<file path="config.mk">
export PLATFORM = sky130hd
export DESIGN_NAME = fifo_rd_fwft
export DESIGN_NICKNAME = d
export VERILOG_FILES = /design/src/rtl/fifo_pkg.sv /design/src/rtl/fifo_rd_fwft.sv
export SDC_FILE = /design/constraint.sdc
export NUM_CORES = 1
export LEC_CHECK = 0
export BUFFER_PORTS_ARGS = -buffer_cell sky130_fd_sc_hd__buf_2
export CAP_MARGIN = 0
export CORE_MARGIN = 10
export CORE_UTILIZATION = 35
export CTS_CLUSTER_DIAMETER = 30
export CTS_CLUSTER_SIZE = 20
export DETAILED_ROUTE_END_ITERATION = 12
export GPL_ROUTABILITY_DRIVEN = 0
export GPL_TIMING_DRIVEN = 0
export PLACE_DENSITY = 0.63
export SLEW_MARGIN = 20
export SYNTH_ARGS = -nofsm -noshare
export SYNTH_HDL_FRONTEND = slang
export SYNTH_SLANG_ARGS = --single-unit
</file>
<file path="constraint.sdc">
create_clock -name rd_clk -period 1.6 [get_ports rd_clk]
set_input_delay 0.08 -clock rd_clk [delete_from_list [all_inputs] [get_ports rd_clk]]
set_output_delay 0.08 -clock rd_clk [all_outputs]
set_load 0.05 [all_outputs]
</file>
<file path="src/rtl/fifo_pkg.sv">
// rtl/fifo_pkg.sv - shared async FIFO constants and clog2 helper
//
// Purpose : constants common to rd_logic, wr_logic and the read-side FWFT stage.
// Contents: FIFO_DATA_WIDTH  default word width
//           ADDR_WIDTH       FIFO memory address width
//           PTR_WIDTH        FIFO gray/binary pointer width (address + wrap bit)
//           clog2()          ceiling log2, usable in parameter/port declarations
package fifo_pkg;

   localparam int FIFO_DATA_WIDTH = 8;
   localparam int ADDR_WIDTH      = 4;
   localparam int PTR_WIDTH       = 5;

   // Smallest r with 2**r >= value; clog2(1) = 0.
   function automatic int clog2(input int value);
      int r;
      r = 0;
      while ((1 << r) < value) begin
         r = r + 1;
      end
      return r;
   endfunction

endpackage

</file>
<file path="src/rtl/fifo_rd_fwft.sv">
// rtl/fifo_rd_fwft.sv - read-side first-word-fall-through output stage
//
// Purpose : turns the FIFO rd_en/empty port (sync memory, data one cycle after an
//           accepted read) into a valid/ready stream, prefetching into a small
//           register buffer so the head word is presented without a request.
// Ports   : rd_clk      read-domain clock
//           rd_rst      asynchronous active-high reset
//           fifo_empty  rd_logic empty flag
//           fifo_rd_en  read request to rd_logic / memory
//           fifo_rdata  memory data, valid the cycle after an accepted fifo_rd_en
//           m_valid     head word available
//           m_data      head word (0 while m_valid=0)
//           m_ready     downstream accept; transfer = m_valid & m_ready
//           buf_level   words currently held in the output buffer
module fifo_rd_fwft
   import fifo_pkg::*;
#(
   parameter int DATA_WIDTH = FIFO_DATA_WIDTH,
   parameter int OUT_DEPTH  = 3
) (
   input  logic                               rd_clk,
   input  logic                               rd_rst,
   input  logic                               fifo_empty,
   output logic                               fifo_rd_en,
   input  logic [DATA_WIDTH-1:0]              fifo_rdata,
   output logic                               m_valid,
   output logic [DATA_WIDTH-1:0]              m_data,
   input  logic                               m_ready,
   output logic [clog2(OUT_DEPTH+1)-1:0]      buf_level
);

   localparam int LVL_W = clog2(OUT_DEPTH + 1);
   localparam int PTR_W = clog2(OUT_DEPTH);
   localparam int OCC_W = LVL_W + 1;

   logic [DATA_WIDTH-1:0] r_slot [OUT_DEPTH];
   logic [PTR_W-1:0]      r_head;
   logic [PTR_W-1:0]      r_tail;
   logic [LVL_W-1:0]      r_level;
   logic                  r_inflight;

   logic                  w_push;
   logic                  w_pop;
   logic [OCC_W-1:0]      w_occupied;

   // Explicit wrap so OUT_DEPTH need not be a power of two.
   function automatic logic [PTR_W-1:0] ptr_inc(input logic [PTR_W-1:0] p);
      return (p == PTR_W'(OUT_DEPTH - 1)) ? '0 : p + PTR_W'(1);
   endfunction

   // Credit check counts the word already requested but not yet landed, so a
   // push can never find the buffer full. Only registered state and fifo_empty
   // feed the request; m_ready has no combinational path to fifo_rd_en.
   assign w_occupied = OCC_W'(r_level) + OCC_W'(r_inflight);
   assign fifo_rd_en = ~fifo_empty & ~rd_rst & (w_occupied < OCC_W'(OUT_DEPTH));

   assign m_valid    = (r_level != '0);
   assign m_data     = m_valid ? r_slot[r_head] : '0;
   assign buf_level  = r_level;

   assign w_push     = r_inflight;
   assign w_pop      = m_valid & m_ready;

   always_ff @(posedge rd_clk or posedge rd_rst) begin
      if (rd_rst) begin
         r_head     <= '0;
         r_tail     <= '0;
         r_level    <= '0;
         r_inflight <= 1'b0;
      end else begin
         r_inflight <= fifo_rd_en;
         if (w_push) begin
            r_tail <= ptr_inc(r_tail);
         end
         if (w_pop) begin
            r_head <= ptr_inc(r_head);
         end
         r_level <= r_level + LVL_W'(w_push) - LVL_W'(w_pop);
      end
   end

   // Data slots carry no reset; a word in flight at reset is dropped because
   // r_inflight is cleared.
   always_ff @(posedge rd_clk) begin
      if (w_push) begin
         r_slot[r_tail] <= fifo_rdata;
      end
   end

   a_no_overflow: assert property (@(posedge rd_clk) disable iff (rd_rst)
      !(w_push && (r_level == LVL_W'(OUT_DEPTH))));

endmodule

</file>
==> metrics, run 1 <==
Post-Syn Area per Cell=15.7 um^2; Hold Fails Final Rpt=0; fin crit period=1.74 ns; first-pass GRT wire length=roughly 4400 um; port buffer count=23; Reg2Reg Setup Slack=-0.04 ns; most used cell, CP=ha_4; CP max stage cell=dfrtp_2; worst path bufs/invs=1; DRC viols=0; Most used DFF post-synth=edfxtp_1; worst skew pair latency=0.28 ns; Synth cell types=19; failing checks=setup timing; synthesized cell area=between 0.001 and 0.0015 mm^2; total global routing track utilization=8.95%; largest net degree at the start of global routing=11; CP cell instances=ha_4 > ha_4 > a2111oi_4 > buf_6; cell taking the most area after synthesis=edfxtp_1; starting DRC count in detailed routing=43; clk root buf=clkbuf_8; Post-Synth Simple-Gate Area=6.99%; Crit. End Element=primary output; post-DP HPWL=1800 um; Synth top area share=55.9%; Worst Tran Pin Value=0.632 ns; Yosys Warn Count=0; Setup CP Type=reg2out; # diodes=0; flops & latches, synth=31; vias per cell=4.72; Final #Nets=146; max-slew violations=0; Crit path max-delay family=flip-flops; fin worst setup slack=-0.141 ns; CTS Buffer Depth=2; critical-path maximum fanout=4; power per cell area=2120 mW/mm^2; RSZ-0062 raised after global routing=true; initial core utilization=37.4%; layout cells sized above 1=approximately half; complex-gate fraction of the synthesized area=6.60%; Synth Instances=82; Synthesized Nets=98; Crit path arrival time=about 1.7 ns; Leakage Power=0.738 nW; Critical Path Start=buf_level[0]$_DFF_PP0_; initial antenna violation count=0; Site Rows=21; setup violators final=11; maxcap violations=0; # clock sinks=31; hold path start=fifo_rdata[1]; Finished Cell Area=0.00190 mm^2; Post-Synth Adder-Cell Area=between 3 and 4%; total number of vias=around 840; Layout Area Growth over Synthesis=47.4%; TritonCTS Buffers=5; crit path launch type=flip-flop; status=finished, violations left; Detail Route Antenna Nets=0; Top Ports=24; Core Region=approximately 0.0034 mm^2; fmax=574 MHz; worst r2r src=buf_level[0]$_DFF_PP0_; Routed WL=2740 um; Die W=80.7 um; placed insts=around 150; final period utilization=109%; clk slew on worst S/H paths=0.06 ns; number of synthesized flops with an enable pin=24; Seq/Total Area, Yosys=between 60% and 70%; max_slew headroom=between 50 and 60%; TritonCTS clock tree=done; router iterations before antenna repair=2; Worst path max stage delay=0.45 ns; Clock Skew=0.00396 ns; vias in the first global route=944; multiplexer share of the synthesized area=8.64%; HP Class=in2reg; number of fill cells=281; Non-Filler Instances=~180; IR drop worst, VDD=around 1.1 mV; DIE HEIGHT=80.7 um; Commonest cells post-synth=edfxtp_1, mux2i_1, a211oi_1, nor2b_1, dfrtp_1; async set-or-reset flop fraction in the synthesized netlist=22.6%; GR Overflow Total=0; synth top area cells=edfxtp_1, dfrtp_1, mux2i_1; Placed Area=between 0.0015 and 0.002 mm^2; largest family of logic cells by synthesized area=multiplexers; die area=0.00651 mm^2; Req. time, crit path=1.52 ns; post-synthesis xor/xnor area fraction=1.36%; Routed WL per cell=15.5 um; htree depth=2; count leader, synth=edfxtp_1
## per-stage QoR
stage | setup WS [ns] | util, % | TNS [ns] | hold WS, ns | power (W)
2_1_floorplan | -0.267 | - | -0.484 | -0.117 | 0.00258
3_3_place_gp | -0.464 | 45.0 | -7.61 | 0.0525 | 0.00293
3_5_place_dp | -0.0561 | 45.5 | -0.0561 | 0.0622 | 0.00300
4_1_cts | -0.145 | 53.0 | -1.09 | 0.000575 | 0.00391
5_1_grt | -0.188 | 55.2 | -1.67 | 0.00303 | 0.00423
6_report | -0.141 | 55.2 | -0.646 | 0.0134 | 0.00403
## layout by cell type, fill, tap and decap left out, drive strengths merged, types with 2 or more instances in the layout
cell,count
buf,34
edfxtp,24
mux2i,10
dlygate4sd3,9
nor2b,8
a211oi,8
dfrtp,7
clkbuf,5
inv,5
ha,4
nor2,3
xnor2,2
nor3b,2
clkinv,2
## power by group
part	switching (W)	leakage [nW]	internal, W
Clock	0.000285	0.0556	0.000455
Combinational	0.00131	0.382	0.000807
Sequential	0.000129	0.301	0.00104
## cells by family after synthesis
family | after synthesis
and+or+nand+nor | 15
DFF | 31
xor gates and xnor gates | 2
AOI/OAI and AO/OA | 11
buffers and inverters | 8
adders and majority gates | 4
muxes | 11
## timing repair
item | 4_1_cts | 5_1_grt
buffers inserted | 5 | 3
gates cloned | 0 | 0
setup endpoints to repair | 11 | 27
hold buffers | 9 | 0
endpoints found under the hold margin | 29 | 0
pin swaps | 0 | 4
resized for setup | 9 | 10
## path summary, 6_finish.rpt
path	depth (start not counted)	endpoint
min reg2reg	1	r_tail[1]$_DFFE_PP0P_
min in group asynchronous	3	buf_level[1]$_DFF_PP0_
min	1	r_slot[1][1]$_DFFE_PP_
max	4	fifo_rd_en
max reg2reg	8	buf_level[1]$_DFF_PP0_
max in group asynchronous	3	r_inflight$_DFF_PP0_
## worst reg2reg max path, stage by stage (launching register included)
cell	delay (ns)
dfrtp_2	0.45
buf_6	0.14
o21ai_4	0.15
inv_2	0.06
ha_4	0.26
inv_2	0.04
ha_4	0.15
xnor2_2	0.17
xnor2_1	0.14
## area by class of cell
cell class / count / area (um^2) / area share, %
Sequential cell: 31 / 900 / 47.4
Multi-Input combinational cell: 43 / 497 / 26.2
Timing Repair Buffer: 41 / 295 / 15.5
Clock buffer: 5 / 68.8 / 3.62
Tap cell: 46 / 57.6 / 3.03
Clock inverter: 3 / 38.8 / 2.04
Inverter: 6 / 26.3 / 1.38
Buffer: 2 / 16.3 / 0.856
## state kept, by name, summed over array words and instances (netlist names)
| signal | flops |
|---|---|
| buf_level | 2 |
| r_inflight | 1 |
| r_tail | 2 |
| r_head | 2 |
| r_slot | 24 |
## per-layer routing
layer  GRT usage (%)  up-vias  routed length [um]
met4            4.15        0                  53
met2            14.9       17                1380
met1            8.89      413                1110
met5               0        -                   0
met3            5.01        7                 193
li1                -      398                   -
(Power assumes the default switching activity.)
==> run 2, diff against run 1 <==
--- a/config.mk
+++ b/config.mk
@@ -15,6 +15,7 @@
 export GPL_ROUTABILITY_DRIVEN = 0
 export GPL_TIMING_DRIVEN = 0
 export PLACE_DENSITY = 0.63
+export RECOVER_POWER = 50
 export SLEW_MARGIN = 20
 export SYNTH_ARGS = -nofsm -noshare
 export SYNTH_HDL_FRONTEND = slang
==> metrics, run 2 (same netlist as run 1, synthesis figures left out) <==
Routed WL per cell=15.4 um; Site Rows=21; final period utilization=109%; HP Class=in2reg; Worst Tran Pin Value=around 0.63 ns; largest net degree at the start of global routing=11; IR drop worst, VDD=1.07 mV; CTS Buffer Depth=2; maxcap violations=0; max FFs per register=24; htree depth=2; fin crit period=1.74 ns; clk slew on worst S/H paths=0.06 ns; Hold Fails Final Rpt=0; Layout Area Growth over Synthesis=46.5%; Finished Cell Area=0.00189 mm^2; # diodes=0; Routed WL=2720 um; clk root buf=clkbuf_8; most used cell, CP=ha_4; Gate power share=52.6%; fin worst setup slack=-0.141 ns; DRC viols=0; sequential power share=between 20% and 30%; initial core utilization=37.4%; overall power=0.00403 W; fmax=574 MHz; failing checks=setup timing; largest reg by FF count=r_slot; Psw=0.00173 W; status=finished, violations left; Hold WS=about 0.05 ns; router iterations before antenna repair=4; worst path bufs/invs=1; GR Overflow Total=0; total global routing track utilization=8.95%; power per cell area=about 2100 mW/mm^2; vias in the first global route=944; CP cell instances=ha_4 > ha_4 > a2111oi_4 > buf_6; Final #Nets=146; commonest non-fill, non-tap cell in the layout=edfxtp_1; CP max stage cell=dfrtp_2; # clock sinks=31; DIE HEIGHT=80.7 um; Placed Area=about 0.0016 mm^2; hold path cells=1; Pint=0.00230 W; commonest non-fill, non-tap cells in the layout=edfxtp_1, buf_4, mux2i_1; Crit path arrival time=1.66 ns; clock network power share=18.4%; TritonCTS clock tree=done; Crit. End Element=primary output; Leakage Power=0.714 nW; RSZ-0062 raised after global routing=true; worst skew pair latency=between 0.2 and 0.3 ns; Reg2Reg Setup Slack=-0.04 ns; R2R depth=8; post-DP HPWL=1800 um; initial antenna violation count=0; port buffer count=23; vias per cell=4.78; crit path launch type=flip-flop; first-pass GRT wire length=4360 um; Setup CP Type=reg2out; die area=0.00651 mm^2; Core Region=roughly 0.0034 mm^2; Req. time, crit path=roughly 1.5 ns; worst r2r src=buf_level[0]$_DFF_PP0_; Crit path max-delay family=flip-flops; Critical R2R Capture=buf_level[1]$_DFF_PP0_; Clock Skew=0.00160 ns; starting DRC count in detailed routing=45; Worst path max stage delay=0.45 ns; total number of vias=between 800 and 900; critical-path maximum fanout=4; Die W=80.7 um; Top Ports=24; hold path start=fifo_rdata[1]; Detail Route Antenna Nets=0; TritonCTS Buffers=5; layout cells sized above 1=44.3%; Setup WS pre-CTS=-0.0561 ns; Worst Hold End=r_slot[0][1]$_DFFE_PP_; setup violators final=11; max_slew headroom=between 50% and 60%; max-slew violations=0; Net Sw Frac=42.9%
==> run 2: changes by cell type in the layout (fill, tap and decap cells not counted) <==
cell,previous run,this run
clkbuf_1,0,9
buf_2,18,9
==> run 2: power by group through the flow <==
stage	Combinational [W]	Sequential (W)	Clock [W]
after floorplan	0.00133	0.00125	0
after global placement	0.00177	0.00117	0
after detailed placement	0.00182	0.00118	0
after CTS	0.00199	0.00116	0.000755
after global routing	0.00226	0.00118	0.000787
final	0.00212	0.00117	0.000739
==> run 2: how the worst max path moves through the flow <==
stage | startpoint | endpoint | slack (ns) | cells past startpoint
floorplan | buf_level[0]$_DFF_PP0_ | r_inflight$_DFF_PP0_ | -0.27 | 3
detailed placement | buf_level[1]$_DFF_PP0_ | buf_level[1]$_DFF_PP0_ | -0.06 | 7
finish | buf_level[0]$_DFF_PP0_ | fifo_rd_en | -0.14 | 4
CTS | buf_level[0]$_DFF_PP0_ | fifo_rd_en | -0.15 | 4
global route | buf_level[0]$_DFF_PP0_ | fifo_rd_en | -0.19 | 4
global placement | r_inflight$_DFF_PP0_ | r_slot[2][2]$_DFFE_PP_ | -0.46 | 2
==> run 2: what timing repair did <==
item                       4_1_cts  5_1_grt
pin swaps                        0        4
gates cloned                     0        0
hold endpoints to repair        29        0
hold buffers                     9        0
resized for setup                9       10
setup endpoints to repair       11       27
setup buffers                    5        3
==> run 2: cell type report <==
type                    count  area (um^2)
clock buffers               5         68.8
repair buffers             41          284
flip-flops and latches     31          900
well taps                  46         57.6
multi-input cells          43          497
fillers                   285         1550
clock inverters             3         38.8
plain buffers               2         16.3
inverters                   6         26.3
==> run 2: through the flow <==
step,util (%),std cells,TNS (ns)
6_report,54.9,177,-0.679
5_1_grt,54.9,177,-1.67
4_1_cts,53.0,174,-1.09
3_5_place_dp,45.5,152,-0.0561
3_3_place_gp,45.0,151,-7.61
2_1_floorplan,-,82,-0.484
==> run 2: layer usage <==
layer / wire, um / up-vias / track usage (%)
met5: 0 / - / 0
met4: 54 / 0 / 4.15
met3: 191 / 8 / 5.01
met2: 1390 / 17 / 14.9
met1: 1090 / 421 / 8.89
li1: - / 400 / -
